**src/rtl/acc_pkg.sv**
```systemverilog
// Shared definitions for the accumulator and its fetch/issue sequencer:
// opcodes, instruction field layout and sequencer state encoding.
package acc_pkg;

    localparam int INSTR_W  = 36;
    localparam int OPC_MSB  = 35;
    localparam int OPC_LSB  = 32;
    localparam int OPND_MSB = 31;
    localparam int OPND_LSB = 0;
    localparam int OPND_W   = OPND_MSB - OPND_LSB + 1;

    localparam logic [3:0] OP_ADD  = 4'h0;
    localparam logic [3:0] OP_LOAD = 4'h2;
    localparam logic [3:0] OP_JMP  = 4'h8;
    localparam logic [3:0] OP_JZ   = 4'h9;
    localparam logic [3:0] OP_HALT = 4'hE;
    localparam logic [3:0] OP_NOP  = 4'hF;

    typedef enum logic [1:0] {
        S_IDLE,
        S_FETCH,
        S_EXEC,
        S_HALTED
    } state_e;

endpackage

```
**src/rtl/acc_sequencer.sv**
```systemverilog
// Fetch/decode/issue stage in front of the accumulator.
// Define ACC_SEQ_PERF_EN to build the retired-instruction counter.
module acc_sequencer
    import acc_pkg::*;
#(
    parameter int            AW         = 8,
    parameter logic [AW-1:0] START_ADDR = '0
) (
    input  logic               clk,
    input  logic               reset,
    input  logic               start,
    output logic               imem_req,
    output logic [AW-1:0]      imem_addr,
    input  logic               imem_valid,
    input  logic [INSTR_W-1:0] imem_data,
    input  logic [31:0]        acc_in,
    output logic [3:0]         opcode,
    output logic [31:0]        operand,
    output logic               halted,
    output logic               err,
    output logic [31:0]        instr_count
);

    state_e               state_q, state_d;
    logic [AW-1:0]        pc_q, pc_d;
    logic [INSTR_W-1:0]   ir_q, ir_d;
    logic [3:0]           opcode_q, opcode_d;
    logic [OPND_W-1:0]    operand_q, operand_d;
    logic                 err_q, err_d;

    logic [3:0]           ir_opc;
    logic [OPND_W-1:0]    ir_opnd;
    logic                 restart;
    logic                 exec;

    assign ir_opc  = ir_q[OPC_MSB:OPC_LSB];
    assign ir_opnd = ir_q[OPND_MSB:OPND_LSB];
    assign exec    = (state_q == S_EXEC);
    assign restart = start && (state_q == S_IDLE || state_q == S_HALTED);

    always_comb begin
        state_d   = state_q;
        pc_d      = pc_q;
        ir_d      = ir_q;
        opcode_d  = OP_NOP;
        operand_d = '0;
        err_d     = err_q;
        unique case (state_q)
            S_IDLE, S_HALTED: begin
                if (start) begin
                    state_d = S_FETCH;
                    pc_d    = START_ADDR;
                end
            end
            S_FETCH: begin
                if (imem_valid) begin
                    ir_d    = imem_data;
                    state_d = S_EXEC;
                end
            end
            S_EXEC: begin
                state_d = S_FETCH;
                pc_d    = pc_q + 1'b1;
                unique case (ir_opc)
                    OP_ADD, OP_LOAD: begin
                        // Issue slot is the first FETCH cycle that follows
                        opcode_d  = ir_opc;
                        operand_d = ir_opnd;
                    end
                    OP_NOP: begin
                    end
                    OP_JMP: pc_d = ir_opnd[AW-1:0];
                    OP_JZ: begin
                        if (acc_in == '0) pc_d = ir_opnd[AW-1:0];
                    end
                    OP_HALT: begin
                        state_d = S_HALTED;
                        pc_d    = pc_q;
                    end
                    default: err_d = 1'b1;
                endcase
            end
            default: state_d = S_IDLE;
        endcase
    end

    always_ff @(posedge clk or posedge reset) begin
        if (reset) begin
            state_q   <= S_IDLE;
            pc_q      <= START_ADDR;
            ir_q      <= '0;
            opcode_q  <= OP_NOP;
            operand_q <= '0;
            err_q     <= 1'b0;
        end else begin
            state_q   <= state_d;
            pc_q      <= pc_d;
            ir_q      <= ir_d;
            opcode_q  <= opcode_d;
            operand_q <= operand_d;
            err_q     <= err_d;
        end
    end

`ifdef ACC_SEQ_PERF_EN
    logic [31:0] cnt_q, cnt_d;

    always_comb begin
        cnt_d = cnt_q;
        if (restart)   cnt_d = '0;
        else if (exec) cnt_d = cnt_q + 32'd1;
    end

    always_ff @(posedge clk or posedge reset) begin
        if (reset) cnt_q <= '0;
        else       cnt_q <= cnt_d;
    end

    assign instr_count = cnt_q;
`else
    logic unused_perf;
    assign unused_perf = restart ^ exec;
    assign instr_count = '0;
`endif

    assign imem_req  = (state_q == S_FETCH);
    assign imem_addr = pc_q;
    assign opcode    = opcode_q;
    assign operand   = operand_q;
    assign halted    = (state_q == S_HALTED);
    assign err       = err_q;

endmodule

```
**config.mk**
```make
export PLATFORM = sky130hd
export DESIGN_NAME = acc_sequencer
export DESIGN_NICKNAME = d
export VERILOG_FILES = /design/src/rtl/acc_pkg.sv /design/src/rtl/acc_sequencer.sv
export SDC_FILE = /design/constraint.sdc
export NUM_CORES = 1
export LEC_CHECK = 0
export CORE_ASPECT_RATIO = 1.2
export CORE_UTILIZATION = 47
export DETAILED_ROUTE_END_ITERATION = 8
export PLACE_DENSITY = 0.85
export SLEW_MARGIN = 20
export SYNTH_ARGS = -nofsm -noshare
export SYNTH_HDL_FRONTEND = slang
export SYNTH_SLANG_ARGS = --single-unit
```
**constraint.sdc**
```tcl
create_clock -name clk -period 6.29 [get_ports clk]
set_input_delay 1.258 -clock clk [delete_from_list [all_inputs] [get_ports clk]]
set_output_delay 1.258 -clock clk [all_outputs]
set_load 0.005 [all_outputs]
```
# == After elaboration in Yosys (flattened, before gate mapping) ==
# Cells that the tools add are included.
# totals
word_cells,42
romBits,0
latchBits,0
memories,0
mem_bits_rw,0
out_inout_bits,79
reg_bits,83
in_bits,72
# classes
mux,12
n_eq_ne,11
multipliers,0
reduce_logical,11
magnitude_cmp,0
bitwise_logic,1
n_addsub,1
n_div,0
shifts,0
# op_table
op,count
32-bit 2-to-1 mux,2
32-bit zero test,1
8-bit case mux with 3 select lines,1
"4-bit == test, second input constant",4
8-bit 2-to-1 mux,2
8-bit case mux with 2 select lines,1
"8-bit by 1-bit adder with 8-bit output, second input constant",1
4-bit 2-to-1 mux,2
2-bit 2-to-1 mux,3
2-bit case mux with 3 select lines,1
2-bit AND reduction,3
6-bit OR reduction,1
"2-bit == test, second input constant",2
"4-bit by 2-bit == test with 1-bit output, second input constant",1
4-bit zero test,1
"2-bit inequality test, second input constant",2
2-bit OR reduction,2
3-bit AND reduction,1
"2-bit by 1-bit == test with 1-bit output, second input constant",1
2-bit zero test,1
"2-bit by 1-bit inequality test with 1-bit output, second input constant",1
2-bit nonzero test,1
1-bit NOT,1

# == Longest topological paths before layout ==
# depth
ltp_word,4
mapped_depth,7
ltp_nobuf,7

# == Worst setup path after synthesis ==
# Ideal clock, no wire load.
# synth_path
kind,input port to flip-flop
start,in acc_in[9]
end,reg pc_q[3] (netlist: imem_addr[3])
setup_time_ns,0.129
t_arrival_ns,2.535
slack_ns,3.626
path_buffers,0
cell_stages,5
required_time_ns,6.161
cell_sequence,nor4_1 > and4_1 > a21oi_1 > a221o_1 > a2111o_1
# synth_between
elab_chain_len,4
# synth_lines
item,line,text
from (decl),acc_sequencer.sv:16,"input logic [31:0] acc_in,"
32-bit zero test,acc_sequencer.sv:74,if (acc_in == '0) pc_d = ir_opnd[AW-1:0];
8-bit 2-to-1 mux,acc_sequencer.sv:74,
8-bit case mux with 3 select lines,acc_sequencer.sv:64,unique case (ir_opc)
8-bit case mux with 2 select lines,acc_sequencer.sv:48,unique case (state_q)
to (signal assigned),acc_sequencer.sv:97,pc_q <= pc_d;
to (decl),acc_sequencer.sv:25,"logic [AW-1:0] pc_q, pc_d;"
# No other way between the ends.
# A chain may end at the register's enable or synchronous reset.

# == Worst setup path after layout ==
# layout_path
start,in acc_in[1]
end,reg pc_q[2] (netlist: imem_addr[2])
# Same word-level chain as after synthesis.

==> flow_metrics.tcl <==
set metrics [dict create \
    run_status "complete, but fails checks" \
    failed_checks "design-rule violations" \
    fin_crit_ns 3.02 \
    ys_top_cells_by_area "dfrtp_1 51%, mux2_2 10%, buf_4 6.4%" \
    rsz0062_at_grt "no" \
    post_synth_xor_area_fraction 0.00226 \
    synth_area_per_cell_um2 11.8 \
    grt_max_degree 84 \
    slowest_stage "and2_1" \
    nFillCells 608 \
    rrSetupSlack_ns 3.87 \
    timing.final.ws_setup_ns 3.27 \
    yosysTopAreaCell "dfrtp_1" \
    synth_flop_cell "dfrtp_1" \
    die_width_um 85.0 \
    area_growth_pct 35.6 \
    rows 35 \
    design_area_um2 5260 \
    seq_area_um2 2080 \
    vias 2865 \
    seq_power_share 0.450 \
    ir_drop_v 0.000205 \
    drc_errors 14 \
    drtIter0Drc 215 \
    core_area_um2 7840 \
    drtAntennaViolNets 0 \
    switchingPower_w 0.000555 \
    path_cells "clkdlybuf4s50_1, nor4_1, and4_1, and2_1, o31ai_1, a2111o_1" \
    synth_edf_count 0 \
    timing.rr.end "imem_addr[7]$_DFFE_PP0P_" \
    worst_slew_pin_slew_ns 0.883 \
    internal-power_w 0.00124 \
    relSlewSlack 0.409 \
    hold_path.class "register to register" \
    p_per_area_nw_per_um2 341 \
    combinationalPowerShare 0.306 \
    crit_end "imem_addr[2]$_DFFE_PP0P_" \
    p_clk_frac 0.244 \
    synth_top_family_by_area "simple AND/OR/NAND/NOR gates" \
    synthSimpleGateAreaFrac 0.156 \
    cap_viol_max_count 0 \
    start_util 0.495 \
    synth_seq_area_share 0.536 \
    antenna_found_initial 0 \
    crit_start "acc_in[1]" \
    netlist.area_leader.share 0.509 \
    endpoint_kind "register" \
    max_stage_delay_ns 0.44 \
    synth_compound_area_frac 0.0906 \
    power.share.switching 0.309 \
    clock_latency_ns 0.35 \
    reg2reg_depth 7 \
    finClkSkew_ns 0.0102 \
    cp.arrival_ns 3.26 \
    grt_pass1_vias 2868 \
    async_flop_share 1.00 \
    netlist_instances 328 \
    ios 151 \
    ctsResizeCount 0 \
    die_area_um2 8630 \
    drt-total-wl_um 8410 \
    drive_gt1_frac 0.162 \
    path_clk_slew_ns 0.08 \
    worst_setup_path_start_kind "input port" \
    leakage_nw 2.32 \
    path_class "input port to register" \
    synth.distinct_cells 57 \
    final_hold_viol_count 0 \
    placed_cell_area_um2 5020 \
    ctsHoldBuffers 0 \
    layout_commonest_cell "clkdlybuf4s50_1" \
    nets 523 \
    h-tree-depth 3 \
    io_buffer_count 118 \
    grt_pass1_wl_um 13700 \
    timing.setup.tns_ns 0 \
    cts_tree "built" \
    syn_area_um2 3880 \
    worstReg2RegStart "state_q[0]$_DFFE_PP0P_" \
    gr-total-overflow 0 \
    setup_viol 0 \
    dpl.hpwl_um 5980 \
    n_antenna_cell 0 \
    synth_fa_ha_area_frac 0.0161 \
    worstPathRequired_ns 6.53 \
    final_cell_mix "118 x clkdlybuf4s50_1, 79 x dfrtp_1, 36 x mux2_2, 33 x and2_1, 32 x conb_1" \
    clockBufferDepth 2 \
    ys_warn_count 0 \
    pre_cts_slack_ns 2.88 \
    postCtsSetupBuffers 0 \
    dr.pass1.iters 9 \
    grt_use_total 0.207 \
    numCtsBuffers 9 \
    synth-seq-cells 83 \
    fmax_mhz 331 \
    multi_input_area_um2 1580 \
    die_height_um 102 \
    clock-sinks 83 \
    cts-root-buf "clkbuf_8" \
    viasPerCell 5.28 \
    cp_max_fo 14 \
    period_share 0.480 \
    wl_per_cell_um 15.5 \
    maxSlewViolCount 0 \
    synth_mux_area_frac 0.110 \
    gp_congestion 0.896 \
]
==> registers in the layout, summed over array words and instances, names as in the netlist <==
register	count
err	1
state_q	2
ir_q	36
operand	32
imem_addr	8
opcode	4
==> per-layer routing <==
metal	vias to the layer above	global-route usage	routed length, µm
li1	1339	-	-
met1	1401	0.224	3150
met2	113	0.380	4440
met3	12	0.0562	679
met4	0	0.0952	146
met5	-	0	0
==> stage by stage <==
step                total power (W)  std cells  hold slack, ns   util
floorplan                   0.00118        359           0.447      -
global placement            0.00134        527           0.453  0.641
CTS                         0.00181        543           0.481  0.671
finish                      0.00180        543           0.473  0.672
detailed placement          0.00137        527           0.461  0.641
global route                0.00191        543           0.504  0.672
==> cell families after synthesis <==
| logic type | after synthesis |
|---|---|
| other cells | 1 |
| buf+inv | 57 |
| xor+xnor | 1 |
| fa+ha+maj | 5 |
| flops | 83 |
| compound gates | 48 |
| mux | 38 |
| simple gates | 95 |
==> worst max-delay path, delay by kind of cell <==
kind | cells | cell delay, ns
AOI/OAI and AO/OA | 2 | 0.54
and+or+nand+nor | 3 | 1.04
buffers and inverters | 1 | 0.42
==> cell usage after synthesis (6+ instances only) <==
cell type	n
nand2_1	7
nor2_1	9
clkbuf_1	6
and2_1	33
o21ai_0	8
buf_4	33
mux2_2	36
inv_1	13
nand3_1	6
dfrtp_1	79
nor4_1	12
a21oi_1	10
==> worst min-delay path by stage <==
stage / startpoint / endpoint / cells past startpoint / slack [ns]
2_1_floorplan: ir_q[10]$_DFFE_PP0P_ / operand[10]$_DFF_PP0_ / 1 / 0.45
5_1_grt: ir_q[19]$_DFFE_PP0P_ / operand[19]$_DFF_PP0_ / 1 / 0.50
3_5_place_dp: ir_q[9]$_DFFE_PP0P_ / operand[9]$_DFF_PP0_ / 1 / 0.46
6_report: ir_q[16]$_DFFE_PP0P_ / operand[16]$_DFF_PP0_ / 1 / 0.47
3_3_place_gp: err$_DFFE_PP0P_ / err$_DFFE_PP0P_ / 1 / 0.45
4_1_cts: ir_q[16]$_DFFE_PP0P_ / operand[16]$_DFF_PP0_ / 1 / 0.48
==> final cells by class <==
| type | instances | share of cell area |
|---|---|---|
| clock buffer | 11 | 0.0288 |
| timing repair buffer | 120 | 0.228 |
| clock inverter | 5 | 0.0159 |
| tap | 92 | 0.0219 |
| multi-input combinational | 219 | 0.300 |
| sequential | 83 | 0.396 |
| inverter | 13 | 0.00951 |
==> power by group through the flow <==
stage          clock [W]  sequential [W]  combinational (W)
2_1_floorplan          0        0.000758           0.000419
3_3_place_gp           0        0.000808           0.000533
3_5_place_dp           0        0.000819           0.000551
4_1_cts         0.000450        0.000807           0.000556
5_1_grt         0.000471        0.000832           0.000607
6_report        0.000439        0.000808           0.000549
No activity file was read; power rests on OpenSTA's default activity.
